==> src/rtl/lcd_pkg.sv <==
// Shared definitions for the LCD SPI serializer: FSM states, SPI mode and DC encoding.
package lcd_pkg;

    typedef enum logic [1:0] {
        IDLE  = 2'd0,
        SHIFT = 2'd1,
        HOLD  = 2'd2,
        GAP   = 2'd3
    } state_t;

    // Mode 0: sclk idles low, data launched in the low phase, sampled on the rise.
    localparam logic SPI_CPOL = 1'b0;
    localparam logic SPI_CPHA = 1'b0;

    localparam logic DC_CMD  = 1'b0;
    localparam logic DC_DATA = 1'b1;

endpackage

==> src/rtl/sclk_tick_gen.sv <==
// Half-period tick generator: owns the sclk divider count and pulses o_tick on the
// last clk cycle of every CLK_DIV-cycle phase.
module sclk_tick_gen #(
    parameter int CLK_DIV = 2
) (
    input  logic clk,
    input  logic rst,
    input  logic i_en,
    input  logic i_clr,
    output logic o_tick
);

    localparam int DW = (CLK_DIV > 1) ? $clog2(CLK_DIV) : 1;
    localparam logic [DW-1:0] LAST = DW'(CLK_DIV - 1);

    logic [DW-1:0] r_div_cnt;

    assign o_tick = i_en && (r_div_cnt == LAST);

    always_ff @(posedge clk or posedge rst) begin
        if (rst)
            r_div_cnt <= '0;
        else if (i_clr || o_tick)
            r_div_cnt <= '0;
        else if (i_en)
            r_div_cnt <= r_div_cnt + 1'b1;
    end

endmodule

==> src/rtl/lcd_spi_serializer.sv <==
// SPI mode-0 word serializer for the LCD: ready/valid word intake, divided sclk,
// active-low CS held across back-to-back words, per-word DC and bit order.
module lcd_spi_serializer
    import lcd_pkg::*;
#(
    parameter int WORD_WIDTH = 8,
    parameter int CLK_DIV    = 2,
    parameter int CS_GAP     = 2
) (
    input  logic                  clk,
    input  logic                  rst,
    output logic                  ready,
    input  logic                  valid,
    input  logic [WORD_WIDTH-1:0] data,
    input  logic                  dc_in,
    input  logic                  lsb_first,
    output logic                  sclk,
    output logic                  sd,
    output logic                  dc,
    output logic                  cs_n,
    output logic                  busy
);

    localparam int BW = $clog2(WORD_WIDTH);
    localparam int GW = (CS_GAP > 1) ? $clog2(CS_GAP) : 1;

    state_t                r_state, w_state_nxt;
    logic                  r_phase, w_phase_nxt;
    logic [BW-1:0]         r_bit_cnt, w_bit_nxt;
    logic [GW-1:0]         r_gap_cnt, w_gap_nxt;
    logic [WORD_WIDTH-1:0] r_shreg, w_shreg_nxt;
    logic                  r_lsb, w_lsb_nxt;
    logic                  r_sclk, r_sd, r_dc, r_cs_n, r_busy;
    logic                  w_sclk_nxt, w_sd_nxt, w_dc_nxt, w_cs_n_nxt, w_busy_nxt;
    logic                  w_tick, w_shift_tick, w_last_bit, w_word_end, w_bit_adv;
    logic                  w_accept, w_last_gap;

    sclk_tick_gen #(.CLK_DIV(CLK_DIV)) u_tick (
        .clk    (clk),
        .rst    (rst),
        .i_en   ((r_state == SHIFT) || (r_state == HOLD)),
        .i_clr  (r_state == IDLE),
        .o_tick (w_tick)
    );

    assign w_shift_tick = (r_state == SHIFT) && w_tick;
    assign w_last_bit   = (r_bit_cnt == BW'(WORD_WIDTH - 1));
    assign w_word_end   = w_shift_tick && r_phase && w_last_bit;
    assign w_bit_adv    = w_shift_tick && r_phase && !w_last_bit;
    assign w_last_gap   = (r_gap_cnt == GW'(CS_GAP - 1));

    assign ready    = !rst && ((r_state == IDLE) || w_word_end);
    assign w_accept = valid && ready;

    always_ff @(posedge clk or posedge rst) begin
        if (rst) begin
            r_state   <= IDLE;
            r_phase   <= 1'b0;
            r_bit_cnt <= '0;
            r_gap_cnt <= '0;
            r_shreg   <= '0;
            r_lsb     <= 1'b0;
            r_sclk    <= SPI_CPOL;
            r_sd      <= 1'b0;
            r_dc      <= DC_CMD;
            r_cs_n    <= 1'b1;
            r_busy    <= 1'b0;
        end else begin
            r_state   <= w_state_nxt;
            r_phase   <= w_phase_nxt;
            r_bit_cnt <= w_bit_nxt;
            r_gap_cnt <= w_gap_nxt;
            r_shreg   <= w_shreg_nxt;
            r_lsb     <= w_lsb_nxt;
            r_sclk    <= w_sclk_nxt;
            r_sd      <= w_sd_nxt;
            r_dc      <= w_dc_nxt;
            r_cs_n    <= w_cs_n_nxt;
            r_busy    <= w_busy_nxt;
        end
    end

    always_comb begin
        w_state_nxt = r_state;
        unique case (r_state)
            IDLE:    if (w_accept) w_state_nxt = SHIFT;
            SHIFT:   if (w_word_end && !valid) w_state_nxt = HOLD;
            HOLD:    if (w_tick) w_state_nxt = GAP;
            GAP:     if (w_last_gap) w_state_nxt = IDLE;
            default: w_state_nxt = IDLE;
        endcase
    end

    // Next values of every registered output; accept has priority over bit advance.
    always_comb begin
        w_phase_nxt = r_phase;
        w_bit_nxt   = r_bit_cnt;
        w_shreg_nxt = r_shreg;
        w_lsb_nxt   = r_lsb;
        w_sd_nxt    = r_sd;
        w_dc_nxt    = r_dc;
        w_gap_nxt   = ((r_state == GAP) && !w_last_gap) ? r_gap_cnt + 1'b1 : '0;
        if (w_accept) begin
            w_phase_nxt = SPI_CPHA;
            w_bit_nxt   = '0;
            w_lsb_nxt   = lsb_first;
            w_dc_nxt    = dc_in;
            w_sd_nxt    = lsb_first ? data[0] : data[WORD_WIDTH-1];
            w_shreg_nxt = lsb_first ? (data >> 1) : (data << 1);
        end else begin
            if (w_shift_tick)
                w_phase_nxt = !r_phase;
            if (w_bit_adv) begin
                w_bit_nxt   = r_bit_cnt + 1'b1;
                w_sd_nxt    = r_lsb ? r_shreg[0] : r_shreg[WORD_WIDTH-1];
                w_shreg_nxt = r_lsb ? (r_shreg >> 1) : (r_shreg << 1);
            end
        end
        w_sclk_nxt = SPI_CPOL ^ ((w_state_nxt == SHIFT) && w_phase_nxt);
        w_cs_n_nxt = !((w_state_nxt == SHIFT) || (w_state_nxt == HOLD));
        w_busy_nxt = (w_state_nxt != IDLE);
    end

    assign sclk = r_sclk;
    assign sd   = r_sd;
    assign dc   = r_dc;
    assign cs_n = r_cs_n;
    assign busy = r_busy;

endmodule

==> config.mk <==
export PLATFORM = sky130hd
export DESIGN_NAME = lcd_spi_serializer
export DESIGN_NICKNAME = d
export VERILOG_FILES = /design/src/rtl/lcd_pkg.sv /design/src/rtl/sclk_tick_gen.sv /design/src/rtl/lcd_spi_serializer.sv
export SDC_FILE = /design/constraint.sdc
export NUM_CORES = 1
export LEC_CHECK = 0
export CAP_MARGIN = 20
export CORE_AREA = 2 2 57 59
export CTS_BUF_LIST = sky130_fd_sc_hd__clkbuf_16
export CTS_CLUSTER_DIAMETER = 40
export CTS_CLUSTER_SIZE = 14
export DETAILED_ROUTE_END_ITERATION = 10
export DIE_AREA = 0 0 59 61
export PLACE_DENSITY = 0.75
export SLEW_MARGIN = 10
export SYNTH_ARGS = -nofsm -noshare
export SYNTH_HDL_FRONTEND = slang
export SYNTH_SLANG_ARGS = --single-unit
export TNS_END_PERCENT = 20
==> constraint.sdc <==
create_clock -name clk -period 2.15 [get_ports clk]
set_input_delay 0.215 -clock clk [delete_from_list [all_inputs] [get_ports clk]]
set_output_delay 0.215 -clock clk [all_outputs]
set_load 0.05 [all_outputs]
==> summary by stage <==
Place
Buffers placed on the I/O ports in this run total 18. Detailed placement ended at an HPWL of a little under 2 mm. At the placement stage, the worst setup path has a slack of 15.9 ps. The global placer's final weighted congestion is 0.872.

Clock tree
The cell at the root of the clock tree is sky130_fd_sc_hd__clkbuf_16. Buffers inserted during clock tree synthesis total 3. The number of levels in the clock H-tree is 1. The clock net in this run drives a total of 22 sinks.

After clock tree synthesis, the clock-pin slew on the worst setup and hold paths is 60 ps. The insertion delay to the later sink of the worst-skew pair is 250 ps. The number of hold buffers added after cts is 0.

The CTS tree is yes. The maximum count of clock buffers along a single path is 2.

Route
For this block, the via count after detailed routing is 955. The post-detailed-routing wire length is 2.69 mm. Once detail routing completed, the nets flagged for antenna violations numbered 0.

The via density per instance is roughly 5.4. The number of detailed-routing iterations run before antenna repair is 4. For this block, the initial DRC count from the detailed router was 21.

The total DRC errors in the routed layout is 0. The routed wirelength normalized by instance count is 15.3 um.

Worst setup path
On the worst path, the slowest cell contributes a delay of 410 ps. Measured in cells, the most critical reg-to-reg path has a length of 8. The largest individual stage delay along the critical path comes from the cell sky130_fd_sc_hd__dfrtp_1. By instance count, the cell type seen most on the critical path is sky130_fd_sc_hd__buf_4. The launching element of the worst setup path is r_state[0]. The beginning of the worst register-to-register path is r_state[0].

STA classifies the critical path endpoint as a flop. In this run the critical register-to-register path is captured at r_shreg[7]. The critical path data required time is about 2300 ps. At the worst endpoint, the arrival time is 2160 ps. The worst setup slack for register-to-register paths is 120 ps. The critical path is of the reg -> reg type. The critical path goes through ha_4 -> and2_1 -> ha_2 -> buf_4 -> nor2b_4 -> buf_4 -> and3b_1 -> a221o_1. STA classifies the critical path startpoint as a flop. The critical path contains buffers and inverters numbering 2 combined. The top cell family by delay on the critical path is simple AND/OR/NAND/NOR gates.

Of all nets on the critical path, the largest fanout is 6.

Die
During I/O placement, the number of pins put on the boundary was 19. Once the floorplan was initialized, standard cells occupied between 40% and 50% of the core. The die footprint is 3600 um2. In this run the core area contains 20 standard-cell rows. The placeable core region is 2950 um2.

The floorplan step set the die width to 59 um. The die boundary height is ~61 um.

Global route
Entering global routing, the biggest net connects 23 pins. The overall fraction of global-route tracks in use is 15.8%. The wire length of the first global-routing pass is approximately 4.2 mm. The residual overflow from global routing is 0.

The number of antenna violations at the first check in global routing is 0. The via count of the first global-routing pass came to 990.

Timing
The portion of the clock cycle consumed by the worst path in the final layout is 94.3%. The highest attainable clock frequency is 493 MHz. The count of endpoints failing setup in the final report is 0.

The final hold violation count is 0. The pin slew with the least headroom to its limit is 545 ps. Setup repair after global routing left no endpoint under its margin. Setup slack on the critical path of the routed design comes to 123 ps. The number of pins with negative max-slew slack in the final report is 0. Measured against its own limit, the worst slew margin works out to 63.6%. The smallest clock period supported by the final layout is computed as 2030 ps.

Summed over all failing endpoints, the final setup total negative slack is 0 ps. The maximum clock skew at final layout is between 2 and 2.5 ps.

Logic synthesis
Measured against the total synthesized area, the mux share comes to 25.9%. The compound-cell area share of the yosys netlist is 6.93%. The synthesized netlist net count is 137.

After synthesis, the largest family of logic cells by area is multiplexers. In this run the cell area of the synthesized design comes to 1360 um2. Of the post-synthesis cell area, the dominant cell type holds about two fifths. During synthesis, Yosys emitted a total of 0 warnings. The register bit total from synthesis is 22. The synthesized netlist devotes 0.646% of its cell area to XOR and XNOR gates. The fraction of the yosys area taken by sequential cells is 40.7%. The number of standard cells after synthesis is 114. The count of cell types in the netlist is 37. In the post-synthesis netlist, the biggest area contributors are sky130_fd_sc_hd__dfrtp_1, sky130_fd_sc_hd__mux2i_1, sky130_fd_sc_hd__ha_1. Of the total synthesized cell area, the portion taken by AND, OR, NAND and NOR gates is 12.5%.

sky130_fd_sc_hd__dfrtp_1 takes more of the synthesized area than any other cell. The average footprint of a synthesized cell is 11.9 um2. The adder and majority cell fraction of the synthesized area is 9.23%.

Flow run
The number of max-cap violations is 0.

Finish
r_shreg holds more flip-flops than any other register. The net count reported at finish is ~170. The register with the most flip-flops in the layout has 8 of them. In the final layout, the registers with the most flip-flops are r_shreg (8), r_bit_cnt (3), r_state (2). The fraction of layout cells with a size suffix above 1 is 27.3%. The area growth from synthesis to layout is 30.6%.

The number of antenna diodes in the final layout is 0. The layout filler cell count is 253.

Outcome
The run finished with clean final reports.

Pwr
The leakage component of the power is slightly below 0.0008 uW. The maximum resistive drop on vdd is 0.504 mV. For this design the ratio of total power to cell area is 1140 nW/um2.

Worst hold path
The worst hold path class is in -> async.
[worst max-delay path by stage]
| stage | endpoint | slack, ps | depth (start not counted) |
|---|---|---|---|
| floorplan | sclk | 90 | 9 |
| global placement | sclk | 80 | 8 |
| detailed placement | sclk | 20 | 9 |
| CTS | sclk | 0.8 | 9 |
| global route | sclk | 4 | 8 |
| finish | r_shreg[7] | 120 | 8 |
[power breakdown]
group	switching [uW]	total (uW)	internal, uW	leakage [uW]
combinational	470	916	447	0.000474
sequential	124	700	577	0.000275
clock	147	395	248	0.0000385
total	740	2010	1270	0.000788
[timing repair]
action | in CTS | in global routing
setup buffers | 0 | 7
resized for setup | 1 | 9
pin swaps | 0 | 2
setup endpoints to repair | 1 | 10
[cells in the final DEF (no fill, tap or decap), types with 2 or more instances in the layout]
master and count:
sky130_fd_sc_hd__mux2i_1 25, sky130_fd_sc_hd__dfrtp_1 21, sky130_fd_sc_hd__clkdlybuf4s50_1 17, sky130_fd_sc_hd__buf_4 10, sky130_fd_sc_hd__mux2_2 8, sky130_fd_sc_hd__ha_1 8
sky130_fd_sc_hd__inv_1 5, sky130_fd_sc_hd__nor2_1 4, sky130_fd_sc_hd__and3b_1 4, sky130_fd_sc_hd__clkbuf_16 3, sky130_fd_sc_hd__and2_1 2, sky130_fd_sc_hd__nand2_1 2
sky130_fd_sc_hd__a21oi_2 2, sky130_fd_sc_hd__buf_12 2
[through the flow]
step	power, uW	std cells	area [um2]	utilization [%]	hold slack, ps
finish	2010	176	1770	59.9	466
detailed placement	1560	165	1580	53.6	456
floorplan	1300	114	1360	-	219
CTS	1960	169	1670	56.6	464
global placement	1530	165	1580	53.6	424
global route	2130	176	1770	59.9	512
[kinds of logic (layout without fill, tap and decap cells)]
family,Yosys count,count (layout)
mux,34,34
simple gates,24,24
flops,22,22
compound gates,13,13
fa+ha+maj,10,10
buf+inv,10,39
xor+xnor,1,1
[cell type report]
type | count | area (um2) | area share (%)
Clock inverter | 1 | 3.75 | 0.212
Multi-Input combinational cell | 82 | 790 | 44.6
Timing Repair Buffer | 29 | 285 | 16.1
Tap cell | 33 | 41.3 | 2.33
Sequential cell | 22 | 552 | 31.2
Inverter | 6 | 22.5 | 1.27
Clock buffer | 3 | 75.1 | 4.24
[synthesized netlist by cell type]
cell                        count
sky130_fd_sc_hd__buf_2          2
sky130_fd_sc_hd__and3b_1        4
sky130_fd_sc_hd__nor2b_4        1
sky130_fd_sc_hd__o21ai_0        2
sky130_fd_sc_hd__nand2_1        2
sky130_fd_sc_hd__a211oi_1       1
sky130_fd_sc_hd__a31o_2         1
sky130_fd_sc_hd__a21oi_2        1
sky130_fd_sc_hd__nor4b_1        1
sky130_fd_sc_hd__nor3_1         1
sky130_fd_sc_hd__mux2i_1       25
sky130_fd_sc_hd__mux2_2         8
sky130_fd_sc_hd__o2bb2ai_1      1
sky130_fd_sc_hd__a21o_1         1
sky130_fd_sc_hd__ha_1          10
sky130_fd_sc_hd__and2_2         1
sky130_fd_sc_hd__inv_1          6
sky130_fd_sc_hd__and2_1         2
sky130_fd_sc_hd__dfstp_2        1
sky130_fd_sc_hd__nor2_4         1
sky130_fd_sc_hd__buf_6          2
sky130_fd_sc_hd__nand4b_1       1
sky130_fd_sc_hd__nor2b_1        1
sky130_fd_sc_hd__o21a_1         1
sky130_fd_sc_hd__and3_2         1
sky130_fd_sc_hd__a21o_2         1
sky130_fd_sc_hd__a31oi_1        1
sky130_fd_sc_hd__nor2_1         4
sky130_fd_sc_hd__nand3b_1       1
sky130_fd_sc_hd__a21oi_1        2
sky130_fd_sc_hd__or3_1          1
sky130_fd_sc_hd__nand2b_1       1
sky130_fd_sc_hd__mux2_1         1
sky130_fd_sc_hd__dfrtp_1       21
sky130_fd_sc_hd__a221o_1        1
sky130_fd_sc_hd__nand3_2        1
sky130_fd_sc_hd__xnor2_1        1
[worst reg2reg max path, cell delays in order, from the launching register on]
cell and delay (ps):
sky130_fd_sc_hd__dfrtp_1 410, sky130_fd_sc_hd__ha_4 190, sky130_fd_sc_hd__and2_1 160, sky130_fd_sc_hd__ha_2 180
sky130_fd_sc_hd__buf_4 150, sky130_fd_sc_hd__nor2b_4 140, sky130_fd_sc_hd__buf_4 180, sky130_fd_sc_hd__and3b_1 160
sky130_fd_sc_hd__a221o_1 340
[layer usage]
layer | vias to the layer above | part of all wire [%] | GRT usage [%]
li1 | 462 | - | -
met1 | 473 | 43 | 17.3
met2 | 18 | 53 | 29.8
met3 | 2 | 3.1 | 2.77
met4 | 0 | 0.37 | 6.82
met5 | - | 0 | 0
Note: power is estimated with default switching activity, not from simulation.
